==> src/rtl/pilot_sync_fifo_if.sv <==
// Handshake/status bundle for pilot_sync_fifo.
// The master side drives requests and data in; the slave side (the FIFO)
// returns the head word, occupancy and status flags.
interface pilot_sync_fifo_if #(
  parameter int WIDTH = 32,
  parameter int DEPTH = 8
);

  localparam int CNT_W = $clog2(DEPTH) + 1;

  logic             push;
  logic [WIDTH-1:0] push_data;
  logic             pop;
  logic [WIDTH-1:0] pop_data;
  logic             full;
  logic             empty;
  logic             almost_full;
  logic             almost_empty;
  logic [CNT_W-1:0] count;
  logic             overflow;
  logic             underflow;
  logic             err_clr;

  // Producer/consumer side: issues push/pop/err_clr, observes status.
  modport master (
    output push,
    output push_data,
    output pop,
    output err_clr,
    input  pop_data,
    input  full,
    input  empty,
    input  almost_full,
    input  almost_empty,
    input  count,
    input  overflow,
    input  underflow
  );

  // FIFO side.
  modport slave (
    input  push,
    input  push_data,
    input  pop,
    input  err_clr,
    output pop_data,
    output full,
    output empty,
    output almost_full,
    output almost_empty,
    output count,
    output overflow,
    output underflow
  );

endinterface

==> src/rtl/pilot_sync_fifo.sv <==
// Single-clock first-word-fall-through FIFO.
// Occupancy is kept in a registered counter; all level flags are decoded from
// it, so they follow an accepted operation by one cycle. Pointers carry an
// extra wrap bit above the index bits. Rejected operations never touch
// pointers, count or storage; they only set the sticky error flags.
module pilot_sync_fifo #(
  parameter int WIDTH     = 32,
  parameter int DEPTH     = 8,
  parameter int AF_THRESH = 6,
  parameter int AE_THRESH = 1
) (
  input  logic                 clk,
  input  logic                 rst_n,
  pilot_sync_fifo_if.slave     bus
);

  localparam int AW = $clog2(DEPTH);
  localparam int PW = AW + 1;

  localparam logic [PW-1:0] DEPTH_C = PW'(DEPTH);
  localparam logic [PW-1:0] AF_C    = PW'(AF_THRESH);
  localparam logic [PW-1:0] AE_C    = PW'(AE_THRESH);
  localparam logic [PW-1:0] ONE_C   = PW'(1);

  logic [WIDTH-1:0] mem [DEPTH];

  logic [PW-1:0] wr_ptr;
  logic [PW-1:0] rd_ptr;
  logic [PW-1:0] count_q;
  logic [PW-1:0] count_next;

  logic          full_s;
  logic          empty_s;
  logic          push_ok;
  logic          pop_ok;
  logic          overflow_q;
  logic          underflow_q;

  logic [AW-1:0] wr_idx;
  logic [AW-1:0] rd_idx;

  assign wr_idx = wr_ptr[AW-1:0];
  assign rd_idx = rd_ptr[AW-1:0];

  // Level flags come straight from the registered occupancy.
  assign full_s  = (count_q == DEPTH_C);
  assign empty_s = (count_q == '0);

  // A push into a full FIFO still goes through when a pop frees the head slot
  // in the same cycle; a pop from an empty FIFO never does.
  assign push_ok = bus.push & (~full_s | bus.pop);
  assign pop_ok  = bus.pop & ~empty_s;

  // Next occupancy: +1 for a lone push, -1 for a lone pop, else unchanged.
  always_comb begin
    // NOTE: give every always_comb output a default first so no path leaves it
    // unassigned; otherwise synthesis infers a latch.
    count_next = count_q;
    case ({push_ok, pop_ok})
      2'b10:   count_next = count_q + ONE_C;
      2'b01:   count_next = count_q - ONE_C;
      default: count_next = count_q;
    endcase
  end

  // Storage write on accepted push.
  always_ff @(posedge clk) begin
    // NOTE: the data array deliberately has no reset; validity is tracked by
    // the pointers and count, and leaving it unreset lets it map to RAM.
    if (push_ok) begin
      mem[wr_idx] <= bus.push_data;
    end
  end

  // Write/read pointers advance on their accepted operation and wrap naturally.
  always_ff @(posedge clk or negedge rst_n) begin
    if (!rst_n) begin
      // NOTE: sequential state uses non-blocking assignments so every register
      // samples pre-edge values regardless of block ordering.
      wr_ptr <= '0;
      rd_ptr <= '0;
    end else begin
      if (push_ok) begin
        wr_ptr <= wr_ptr + ONE_C;
      end
      if (pop_ok) begin
        rd_ptr <= rd_ptr + ONE_C;
      end
    end
  end

  // Registered occupancy count.
  always_ff @(posedge clk or negedge rst_n) begin
    if (!rst_n) begin
      count_q <= '0;
    end else begin
      count_q <= count_next;
    end
  end

  // Sticky error flags: set on a rejected operation, cleared by err_clr; a
  // new error in the same cycle as err_clr keeps the flag set.
  always_ff @(posedge clk or negedge rst_n) begin
    if (!rst_n) begin
      overflow_q  <= 1'b0;
      underflow_q <= 1'b0;
    end else begin
      if (bus.push && full_s && !bus.pop) begin
        overflow_q <= 1'b1;
      end else if (bus.err_clr) begin
        overflow_q <= 1'b0;
      end

      if (bus.pop && empty_s) begin
        underflow_q <= 1'b1;
      end else if (bus.err_clr) begin
        underflow_q <= 1'b0;
      end
    end
  end

  // Head word is presented combinationally and forced to zero when empty.
  assign bus.pop_data     = empty_s ? '0 : mem[rd_idx];
  assign bus.full         = full_s;
  assign bus.empty        = empty_s;
  assign bus.almost_full  = (count_q >= AF_C);
  assign bus.almost_empty = (count_q <= AE_C);
  assign bus.count        = count_q;
  assign bus.overflow     = overflow_q;
  assign bus.underflow    = underflow_q;

endmodule
==> src/flat_wrapper.sv <==
// flat-port wrapper written by rule: the top's interface ports become plain ports
module pilot_sync_fifo_flat 
#(
  parameter int WIDTH     = 32,
  parameter int DEPTH     = 8,
  parameter int AF_THRESH = 6,
  parameter int AE_THRESH = 1
)
  (clk, rst_n, bus_push, bus_push_data, bus_pop, bus_err_clr, bus_pop_data, bus_full, bus_empty, bus_almost_full, bus_almost_empty, bus_count, bus_overflow, bus_underflow);
  pilot_sync_fifo_if #(.WIDTH(WIDTH), .DEPTH(DEPTH)) bus_i ();
  input  logic clk;
  input  logic rst_n;
  input wire logic [$bits(bus_i.push)-1:0] bus_push;
  input wire logic [$bits(bus_i.push_data)-1:0] bus_push_data;
  input wire logic [$bits(bus_i.pop)-1:0] bus_pop;
  input wire logic [$bits(bus_i.err_clr)-1:0] bus_err_clr;
  output wire logic [$bits(bus_i.pop_data)-1:0] bus_pop_data;
  output wire logic [$bits(bus_i.full)-1:0] bus_full;
  output wire logic [$bits(bus_i.empty)-1:0] bus_empty;
  output wire logic [$bits(bus_i.almost_full)-1:0] bus_almost_full;
  output wire logic [$bits(bus_i.almost_empty)-1:0] bus_almost_empty;
  output wire logic [$bits(bus_i.count)-1:0] bus_count;
  output wire logic [$bits(bus_i.overflow)-1:0] bus_overflow;
  output wire logic [$bits(bus_i.underflow)-1:0] bus_underflow;
  assign bus_i.push = bus_push;
  assign bus_i.push_data = bus_push_data;
  assign bus_i.pop = bus_pop;
  assign bus_i.err_clr = bus_err_clr;
  assign bus_pop_data = bus_i.pop_data;
  assign bus_full = bus_i.full;
  assign bus_empty = bus_i.empty;
  assign bus_almost_full = bus_i.almost_full;
  assign bus_almost_empty = bus_i.almost_empty;
  assign bus_count = bus_i.count;
  assign bus_overflow = bus_i.overflow;
  assign bus_underflow = bus_i.underflow;
  pilot_sync_fifo #(.WIDTH(WIDTH), .DEPTH(DEPTH), .AF_THRESH(AF_THRESH), .AE_THRESH(AE_THRESH)) u_core (.clk(clk), .rst_n(rst_n), .bus(bus_i));
endmodule
==> config.mk <==
export PLATFORM = sky130hd
export DESIGN_NAME = pilot_sync_fifo_flat
export DESIGN_NICKNAME = d
export VERILOG_FILES = /design/src/rtl/pilot_sync_fifo_if.sv /design/src/rtl/pilot_sync_fifo.sv /design/src/flat_wrapper.sv
export SDC_FILE = /design/constraint.sdc
export NUM_CORES = 1
export LEC_CHECK = 0
export BUFFER_PORTS_ARGS = -buffer_cell sky130_fd_sc_hd__buf_2
export CAP_MARGIN = 40
export CORE_MARGIN = 5
export CORE_UTILIZATION = 35
export CTS_CLUSTER_SIZE = 14
export DETAILED_ROUTE_END_ITERATION = 8
export PLACE_DENSITY = 0.5
export SLEW_MARGIN = 25
export SYNTH_ARGS = -nofsm -noshare
export SYNTH_HDL_FRONTEND = slang
export SYNTH_SLANG_ARGS = --single-unit
==> constraint.sdc <==
create_clock -name clk -period 11.8 [get_ports clk]
set_clock_uncertainty 0.15 [all_clocks]
set_input_delay 0 -clock clk [delete_from_list [all_inputs] [get_ports clk]]
set_output_delay 0 -clock clk [all_outputs]
set_load 0.01 [all_outputs]
==> results.toml, run 1 <==
[outcome]
status = "finished, final reports clean"

[die]
initial_core_util_pct = 35.3
die_width_um = 183
io_pins = 79
die_y_um = 183
die_area_um2 = 33300
core_area_um2 = 29500
rows = 63

[drt]
wl_um = 21300
drtIter0Drc = 182
routedWlPerCell_um = 21.4
remaining_drc_errors = 0
dr.pass1.iters = 6
ant_nets = 0
via_per_inst = 4.96
via_count = 4953

[sta]
drv_slew = 0
fin_crit_ns = 3.26
tightest_slew_ns = 0.728
setup_viol = 0
hold_viol_final = 0
rsz0062_at_grt = "no"
timing.slew.headroom_pct = 51.4
fin_crit_sh_pct = 27.6
fmax_mhz = 307
setup_tns_ns = 0

[global_route]
grt_use_met1_pct = 17.8
grt_max_degree = 43
grt_pass1_vias = 5461
overflow = 0
gr-usage-met3_pct = 2.39
antenna_found_initial = 1
grtUsageTotal_pct = 12.9
met2_usage_pct = 21.5
busiest_layer = "met2"
grt_pass1_wl_um = 33000

[critical_path]
startpoint_type = "flip-flop"
regToRegSetupSlack_ns = 9.11
arrival_ns = 3.11
cp.required_ns = 11.65
crit_type = "reg2out"
cp_max_fo = 36
reg2reg_depth = 6
crit_path_end_kind = "primary output"

[synthesis]
synth.top_cells.by_area = "edfxtp_1 (74%), mux4_1 (7.8%), mux4_2 (7.1%), dfrtp_1 (2.9%), a22o_1 (2.7%)"
ys_warn_count = 0
syn-num-nets = 489
synth_seq_cells = 268
synthDistinctLibCells = 31
synth_top_area_cell = "edfxtp_1"
synthDominantCellAreaShare_pct = 73.8
syn_avg_cell_area_um2 = 23.4
synth_cells = 445
synth_area_um2 = 10400
yosysSeqAreaShare_pct = 76.7

[power]
p_int_w = 0.00217
pwr-share-comb_pct = 31.5
peakVddDrop_v = 0.000142
leakagePower_nw = 4.39
swShare_pct = 30.2
switchingPower_w = 0.000937
clkPwrFrac_pct = 27.2
seqPwrFrac_pct = 41.3
powerDensity_nw_per_um2 = 243

[finish]
syn_to_final_growth_pct = 22.7
finalNetCount = 632
fin_cells = 999
drive_gt1_share_pct = 29.8
fillers = 2576

[hold_path]
holdPathStages = 3
holdCritPathClass = "in2reg"

[placed_design]
portBuffers = 78
dp_cells = 908
place_congestion = 0.730
dp_hpwl_um = 13000

[cts]
cts_tree = "built"
path_clk_slew_ns = 0.06
cts.sinks = 268
insertion_delay_ns = 0.54
cts_made_buffers = 29
h-tree-depth = 1
post_cts_buffers = 0
cts_root_buf = "clkbuf_16"
cts_resized = 0
clockBufferDepth = 3

[job]
max_cap_viol_count = 0
## cell families after synthesis
group	Yosys count	synth area share [%]
AO/OA/AOI/OAI	37	2.97
XOR/XNOR	8	0.673
adder cells (fa/ha/maj)	7	0.841
buffers and inverters	28	1.87
flip-flops	268	76.7
multiplexers	67	15.3
AND/OR/NAND/NOR	30	1.69
## critical path: stages (launching register included)
cell	delay (ns)
dfrtp_4	0.82
buf_4	0.66
mux4_1	0.66
a22o_1	0.27
buf_2	0.15
## Yosys cell counts
| master | number |
|---|---|
| o32ai_1 | 1 |
| nor3_1 | 3 |
| nand4b_1 | 1 |
| mux2_1 | 2 |
| inv_1 | 6 |
| nor2_1 | 9 |
| a22o_1 | 32 |
| nand3_1 | 2 |
| buf_12 | 2 |
| or4b_1 | 1 |
| nand3b_1 | 3 |
| clkbuf_1 | 2 |
| xnor2_1 | 5 |
| nor3b_4 | 1 |
| buf_6 | 1 |
| nand4bb_1 | 1 |
| edfxtp_1 | 256 |
| o21ai_0 | 3 |
| ha_1 | 7 |
| mux4_2 | 33 |
| nand2_1 | 4 |
| a21oi_1 | 1 |
| nand2b_1 | 3 |
| mux4_1 | 31 |
| buf_2 | 13 |
| mux2i_1 | 1 |
| buf_1 | 1 |
| xor2_1 | 3 |
| dfrtp_1 | 12 |
| nor2b_1 | 2 |
| buf_8 | 3 |
## routing by layer
layer	wire length [um]	up-vias	share of wire, %
met3	983	29	4.6
met2	10500	107	49
li1	-	2208	-
met4	329	0	1.5
met5	0	-	0
met1	9510	2609	45
## metrics by stage
step	power (W)	hold slack, ns	cell area, um^2	setup slack, ns	util, %
finish	0.00311	0.0736	12800	8.54	43.3
global route	0.00327	0.0873	12800	8.34	43.3
CTS	0.00317	0.0455	12800	8.41	43.3
detailed placement	0.00230	-0.253	11500	8.99	39.0
global placement	0.00223	-0.257	11200	8.75	38.1
floorplan	0.00192	-0.446	10400	7.86	-
## final cells by class
cell class	count	area, um^2	share of cell area [%]
repair buffers	134	1080	8.46
inverters	6	22.5	0.176
flip-flops and latches	268	7990	62.6
diodes	1	2.50	0.0196
multi-input cells	149	2300	18.0
clock inverters	14	131	1.03
well taps	390	488	3.82
clock buffers	37	756	5.91
## power by group through the flow
stage               logic, W  registers (W)  clock network, W
floorplan           0.000659        0.00126                 0
global placement    0.000925        0.00130                 0
detailed placement  0.000996        0.00131                 0
CTS                  0.00101        0.00129          0.000871
global route         0.00106        0.00130          0.000911
finish              0.000977        0.00128          0.000846
## cells in the final DEF, fill, tap and decap left out, drive strengths merged, types with 3 or more instances in the layout
cell and count:
nand2b 3, ha 7, mux4 64, inv 8
a22o 32, edfxtp 256, nand2 4, nor2 9
dfrtp 12, xor2 3, o21ai 3, nor3 3
dlygate4sd3 39, clkbuf 37, buf 95, nand3b 3
clkinv 8, xnor2 5
## repair_timing
item | 4_1_cts | 5_1_grt
hold endpoints to repair | 278 | 0
setup endpoints to repair | 0 | 0
hold buffers | 39 | 0
## flip-flops by register name (all words and copies together) (netlist names)
register and count:
u_core.bus.overflow 1, u_core.bus.underflow 1, u_core.rd_ptr 3, u_core.mem 256, u_core.bus.count 4, u_core.wr_ptr 3
## final timing paths
check                                                 from                                to
setup / recovery              u_core.rd_ptr[0]$_DFFE_PN0P_                   bus_pop_data[0]
hold / removal                                 bus_err_clr  u_core.bus.underflow$_DFFE_PN0P_
setup reg to reg           u_core.bus.count[0]$_DFFE_PN0P_       u_core.mem[7][23]$_DFFE_PP_
hold reg to reg               u_core.wr_ptr[0]$_DFFE_PN0P_      u_core.wr_ptr[0]$_DFFE_PN0P_
max in group asynchronous                            rst_n      u_core.rd_ptr[0]$_DFFE_PN0P_
min in group asynchronous                            rst_n   u_core.bus.overflow$_DFFE_PN0P_
(Power assumes the default switching activity.)
==> inputs of run 2 (changes only) <==
==> constraint.sdc (replaced) <==
create_clock -name clk -period 3.4 [get_ports clk]
set_clock_uncertainty 0.15 [all_clocks]
set_input_delay 0 -clock clk [delete_from_list [all_inputs] [get_ports clk]]
set_output_delay 0 -clock clk [all_outputs]
set_load 0.01 [all_outputs]
==> results.toml, run 2 (same netlist as run 1, synthesis figures left out) <==
[outcome]
status = "finished, final reports clean"

[power]
powerDensity_nw_per_um2 = 846
power_w = 0.0107
leakagePower_nw = 4.35
peakVddDrop_v = 0.000365

[drt]
ant_nets = 0
wl_um = 21500
routedWlPerCell_um = 21.7
drtIter0Drc = 281
via_count = 4964
remaining_drc_errors = 0
dr.pass1.iters = 4
via_per_inst = 5.00

[sta]
hold_viol_final = 0
drv_slew = 0
setup_tns_ns = 0
tightest_slew_ns = 0.778
fin_crit_sh_pct = 88.5
rsz0062_at_grt = "no"
fmax_mhz = 332
setup_viol = 0
whs_ns = 0.107
timing.slew.headroom_pct = 48.0
setup_ws_ns = 0.391
fin_crit_ns = 3.01

[placed_design]
dp_hpwl_um = 12800
pre_cts_slack_ns = 0.688
portBuffers = 78
place_congestion = 0.762

[global_route]
grt_pass1_vias = 5466
antenna_found_initial = 1
grt_pass1_wl_um = 33300
overflow = 0
grtUsageTotal_pct = 13.0
grt_max_degree = 33

[critical_path]
path_buf_inv = 3
crit_path_end_kind = "primary output"
reg2reg_depth = 6
cp_top_family = "simple AND/OR/NAND/NOR gates"
regToRegSetupSlack_ns = 0.72
slowest_stage = "nor2_4"
rr_startpoint = "u_core.bus.count[0]$_DFFE_PN0P_"
arrival_ns = 2.86
cp.required_ns = 3.25
path_cells = "inv_1 > ha_1 > nor3b_4 > nor2_4 > buf_4 > a22o_1 > buf_2"
cpPeakStageDelay_ns = 0.61
cp_max_fo = 21
crit_type = "reg2out"
r2r-end = "u_core.mem[2][4]$_DFFE_PP_"
startpoint_type = "flip-flop"

[die]
initial_core_util_pct = 35.3
die_area_um2 = 33300
io_pins = 79
rows = 63
core_area_um2 = 29500
die_y_um = 183
die_width_um = 183

[cts]
cts_made_buffers = 27
cts.sinks = 268
post_cts_buffers = 0
cts_resized = 0
insertion_delay_ns = 0.52
h-tree-depth = 1
cts_tree = "built"
path_clk_slew_ns = 0.06
clockBufferDepth = 3
cts_root_buf = "clkbuf_16"

[hold_path]
holdCritStartpoint = "bus_err_clr"
min_to = "u_core.bus.underflow$_DFFE_PN0P_"
holdPathStages = 3
holdCritPathClass = "in2reg"

[finish]
final_common_cell = "edfxtp_1"
finalNetCount = 630
drive_gt1_share_pct = 29.5
top_register = "u_core.mem"
layout_common_cells = "edfxtp_1 (256), buf_2 (78), dlygate4sd3_1 (38), mux4_2 (33), a22o_1 (32)"
largest_reg_flops = 256
syn_to_final_growth_pct = 21.6

[job]
max_cap_viol_count = 0
run 2: cell count changes in the layout (fill, tap and decap cells not counted), moves of 2 or more:
cell and change:
buf_12 +6, nor3_4 +2, nor3_2 -2, buf_16 -8, clkinv_2 -2, clkbuf_1 -4
buf_4 +3, clkinv_1 +2, bufinv_16 +2, clkbuf_16 -2
run 2: repair_timing:
| item | in CTS | in global routing |
|---|---|---|
| endpoints found under the setup margin | 0 | 0 |
| endpoints found under the hold margin | 277 | 0 |
| hold buffers | 38 | 0 |
run 2: worst reg2reg max path: stages (launching register included):
cell	delay [ns]
dfrtp_1	0.47
inv_1	0.11
ha_1	0.27
nand4bb_1	0.20
nand3b_1	0.35
nor2_4	0.56
buf_12	0.27
run 2: routing by layer:
metal | track usage (%) | share of wire (%) | routed length, um | vias to the layer above
met5 | 0 | 0 | 0 | -
met4 | 2.61 | 1.4 | 294 | 0
met3 | 2.51 | 5.5 | 1180 | 24
met2 | 22.8 | 51 | 11000 | 116
met1 | 17.0 | 42 | 9090 | 2623
li1 | - | - | - | 2201
run 2: how the worst max path moves through the flow:
| stage | start | endpoint | depth (start not counted) |
|---|---|---|---|
| 2_1_floorplan | u_core.bus.count[0]$_DFFE_PN0P_ | u_core.mem[7][0]$_DFFE_PP_ | 5 |
| 3_3_place_gp | u_core.bus.count[0]$_DFFE_PN0P_ | u_core.mem[4][26]$_DFFE_PP_ | 6 |
| 3_5_place_dp | u_core.bus.count[0]$_DFFE_PN0P_ | u_core.mem[4][25]$_DFFE_PP_ | 6 |
| 4_1_cts | u_core.bus.count[0]$_DFFE_PN0P_ | bus_pop_data[27] | 7 |
| 5_1_grt | u_core.bus.count[0]$_DFFE_PN0P_ | bus_pop_data[0] | 7 |
| 6_report | u_core.bus.count[0]$_DFFE_PN0P_ | bus_pop_data[27] | 7 |
run 2: per-stage QoR:
stage / cells / instance area, um^2 / utilization [%]
floorplan: 445 / 10400 / -
global placement: 907 / 11400 / 38.6
detailed placement: 908 / 11400 / 38.7
CTS: 990 / 12600 / 42.9
global route: 992 / 12700 / 43.0
finish: 992 / 12700 / 43.0
run 2: area by class of cell:
type / instances / area (um^2)
Timing Repair Buffer: 134 / 993
Clock inverter: 13 / 161
Multi-Input combinational cell: 149 / 2320
Inverter: 6 / 22.5
Clock buffer: 31 / 691
Sequential cell: 268 / 7990
Tap cell: 390 / 488
Antenna cell: 1 / 2.50
Fill cell: 2592 / 16800
run 2: where the power goes:
group	internal [W]	switching, W
Clock	0.00174	0.00115
Sequential	0.00417	0.000287
Combinational	0.00160	0.00177
Total	0.00751	0.00321
==> inputs of run 3 (changes only) <==
--- a/config.mk
+++ b/config.mk
@@ -6,12 +6,13 @@
 export NUM_CORES = 1
 export LEC_CHECK = 0
 export BUFFER_PORTS_ARGS = -buffer_cell sky130_fd_sc_hd__buf_2
-export CAP_MARGIN = 40
+export CAP_MARGIN = 30
 export CORE_MARGIN = 5
 export CORE_UTILIZATION = 35
 export CTS_CLUSTER_SIZE = 14
 export DETAILED_ROUTE_END_ITERATION = 8
 export PLACE_DENSITY = 0.5
+export REMOVE_ABC_BUFFERS = 1
 export SLEW_MARGIN = 25
 export SYNTH_ARGS = -nofsm -noshare
 export SYNTH_HDL_FRONTEND = slang
==> results.toml, run 3 (same netlist as run 1, synthesis figures left out) <==
[placed_design]
place_congestion = 0.739
dpl_cell_area_um2 = 11400
dp_cells = 907
portBuffers = 78
pre_cts_slack_ns = 0.738
dp_hpwl_um = 12100

[critical_path]
path_buf_inv = 3
cpPeakStageDelay_ns = 0.69
crit_path_end_kind = "primary output"
arrival_ns = 2.86
crit_type = "reg2out"
startpoint_type = "flip-flop"
path_cells = "inv_1 > ha_1 > nor3b_4 > nor2b_4 > buf_4 > a22o_1 > buf_2"
cp.required_ns = 3.25
cp_max_fo = 23
slowest_stage = "nor2b_4"
cp_top_family = "simple AND/OR/NAND/NOR gates"

[cts]
cts_tree = "built"
cts_resized = 0
h-tree-depth = 1
cts_root_buf = "clkbuf_16"
insertion_delay_ns = 0.54
clockBufferDepth = 3
cts.sinks = 268
cts_made_buffers = 28
path_clk_slew_ns = 0.06

[drt]
ant_nets = 0
drtIter0Drc = 310
top_layer_used = "met5"
via_count = 4973
remaining_drc_errors = 0
wl_um = 21300
dr_wl_met3_um = 1080
via_per_inst = 5.01
wl_met2_um = 10100
dr.pass1.iters = 7
met1_length_um = 9860
routedWlPerCell_um = 21.5

[finish]
final_common_cell = "edfxtp_1"
layout_common_cells = "edfxtp_1 (256), buf_2 (78), dlygate4sd3_1 (38), mux4_2 (33), a22o_1 (32)"
final_core_util_pct = 42.6
fin_cells = 993
largest_reg_flops = 256
syn_to_final_growth_pct = 20.6
top_register = "u_core.mem"
finalNetCount = 630
drive_gt1_share_pct = 28.8
fin_area_um2 = 12600

[global_route]
overflow = 0
antenna_found_initial = 3
grt_max_degree = 48
grt_pass1_wl_um = 33200
grt_pass1_vias = 5501
grtUsageTotal_pct = 12.8

[sta]
setup_viol = 0
drv_slew = 0
fmax_mhz = 332
tightest_slew_ns = 0.854
hold_viol_final = 0
setup_tns_ns = 0
setup_ws_ns = 0.387
fin_crit_ns = 3.01
timing.slew.headroom_pct = 43.0
fin_crit_sh_pct = 88.6
rsz0062_at_grt = "no"

[power]
peakVddDrop_v = 0.000428
powerDensity_nw_per_um2 = 833
leakagePower_nw = 4.30

[outcome]
status = "finished, final reports clean"

[die]
rows = 63
die_area_um2 = 33300
initial_core_util_pct = 35.3
die_y_um = 183
die_width_um = 183
io_pins = 79
core_area_um2 = 29500

[job]
max_cap_viol_count = 0

[hold_path]
holdCritPathClass = "in2reg"
-- run 3: layout make-up --
type | instances | area (um^2)
inverters | 6 | 22.5
repair buffers | 133 | 968
clock inverters | 7 | 47.5
fillers | 2590 | 16900
flip-flops and latches | 268 | 7990
clock buffers | 38 | 738
diodes | 2 | 5.00
multi-input cells | 149 | 2300
well taps | 390 | 488
-- run 3: repair_timing --
| action | 4_1_cts | 5_1_grt |
|---|---|---|
| hold buffers | 38 | 0 |
| hold endpoints to repair | 278 | 0 |
| buffers inserted | 0 | 0 |
-- run 3: layer usage --
metal / GRT usage [%] / up-vias
li1: - / 2198
met1: 18.3 / 2622
met2: 20.7 / 115
met3: 2.67 / 36
met4: 2.61 / 2
met5: 0 / -
-- run 3: worst register-to-register path, delay by kind of cell, from the launching register on --
kind	cells	cell delay [ns]
AO/OA/AOI/OAI	1	0.18
XOR/XNOR	1	0.15
adder cells (fa/ha/maj)	2	0.58
buffers and inverters	1	0.10
flip-flops	1	0.47
AND/OR/NAND/NOR	3	0.93
-- run 3: path summary, 6_finish.rpt --
| path | from | cells after the start | to | slack (ns) |
|---|---|---|---|---|
| max | u_core.bus.count[0]$_DFFE_PN0P_ | 7 | bus_pop_data[25] | 0.39 |
| min | bus_err_clr | 3 | u_core.bus.underflow$_DFFE_PN0P_ | 0.06 |
| max reg2reg | u_core.bus.count[0]$_DFFE_PN0P_ | 8 | u_core.bus.count[3]$_DFFE_PN0P_ | 0.75 |
| min reg2reg | u_core.wr_ptr[0]$_DFFE_PN0P_ | 1 | u_core.wr_ptr[0]$_DFFE_PN0P_ | 0.38 |
| max in group asynchronous | rst_n | 3 | u_core.rd_ptr[0]$_DFFE_PN0P_ | 2.26 |
| min in group asynchronous | rst_n | 3 | u_core.bus.count[2]$_DFFE_PN0P_ | 0.39 |
-- run 3: stage by stage --
step                total power (W)  hold slack [ns]
floorplan                   0.00653           -0.446
global placement            0.00787           -0.253
detailed placement          0.00792           -0.248
CTS                          0.0106           0.0328
global route                 0.0110           0.0773
finish                       0.0105           0.0582
-- run 3: where the power goes --
part / internal (W) / total (W) / switching (W)
clock network: 0.00150 / 0.00265 / 0.00115
registers: 0.00417 / 0.00448 / 0.000318
logic: 0.00160 / 0.00333 / 0.00174
total: 0.00727 / 0.0105 / 0.00320
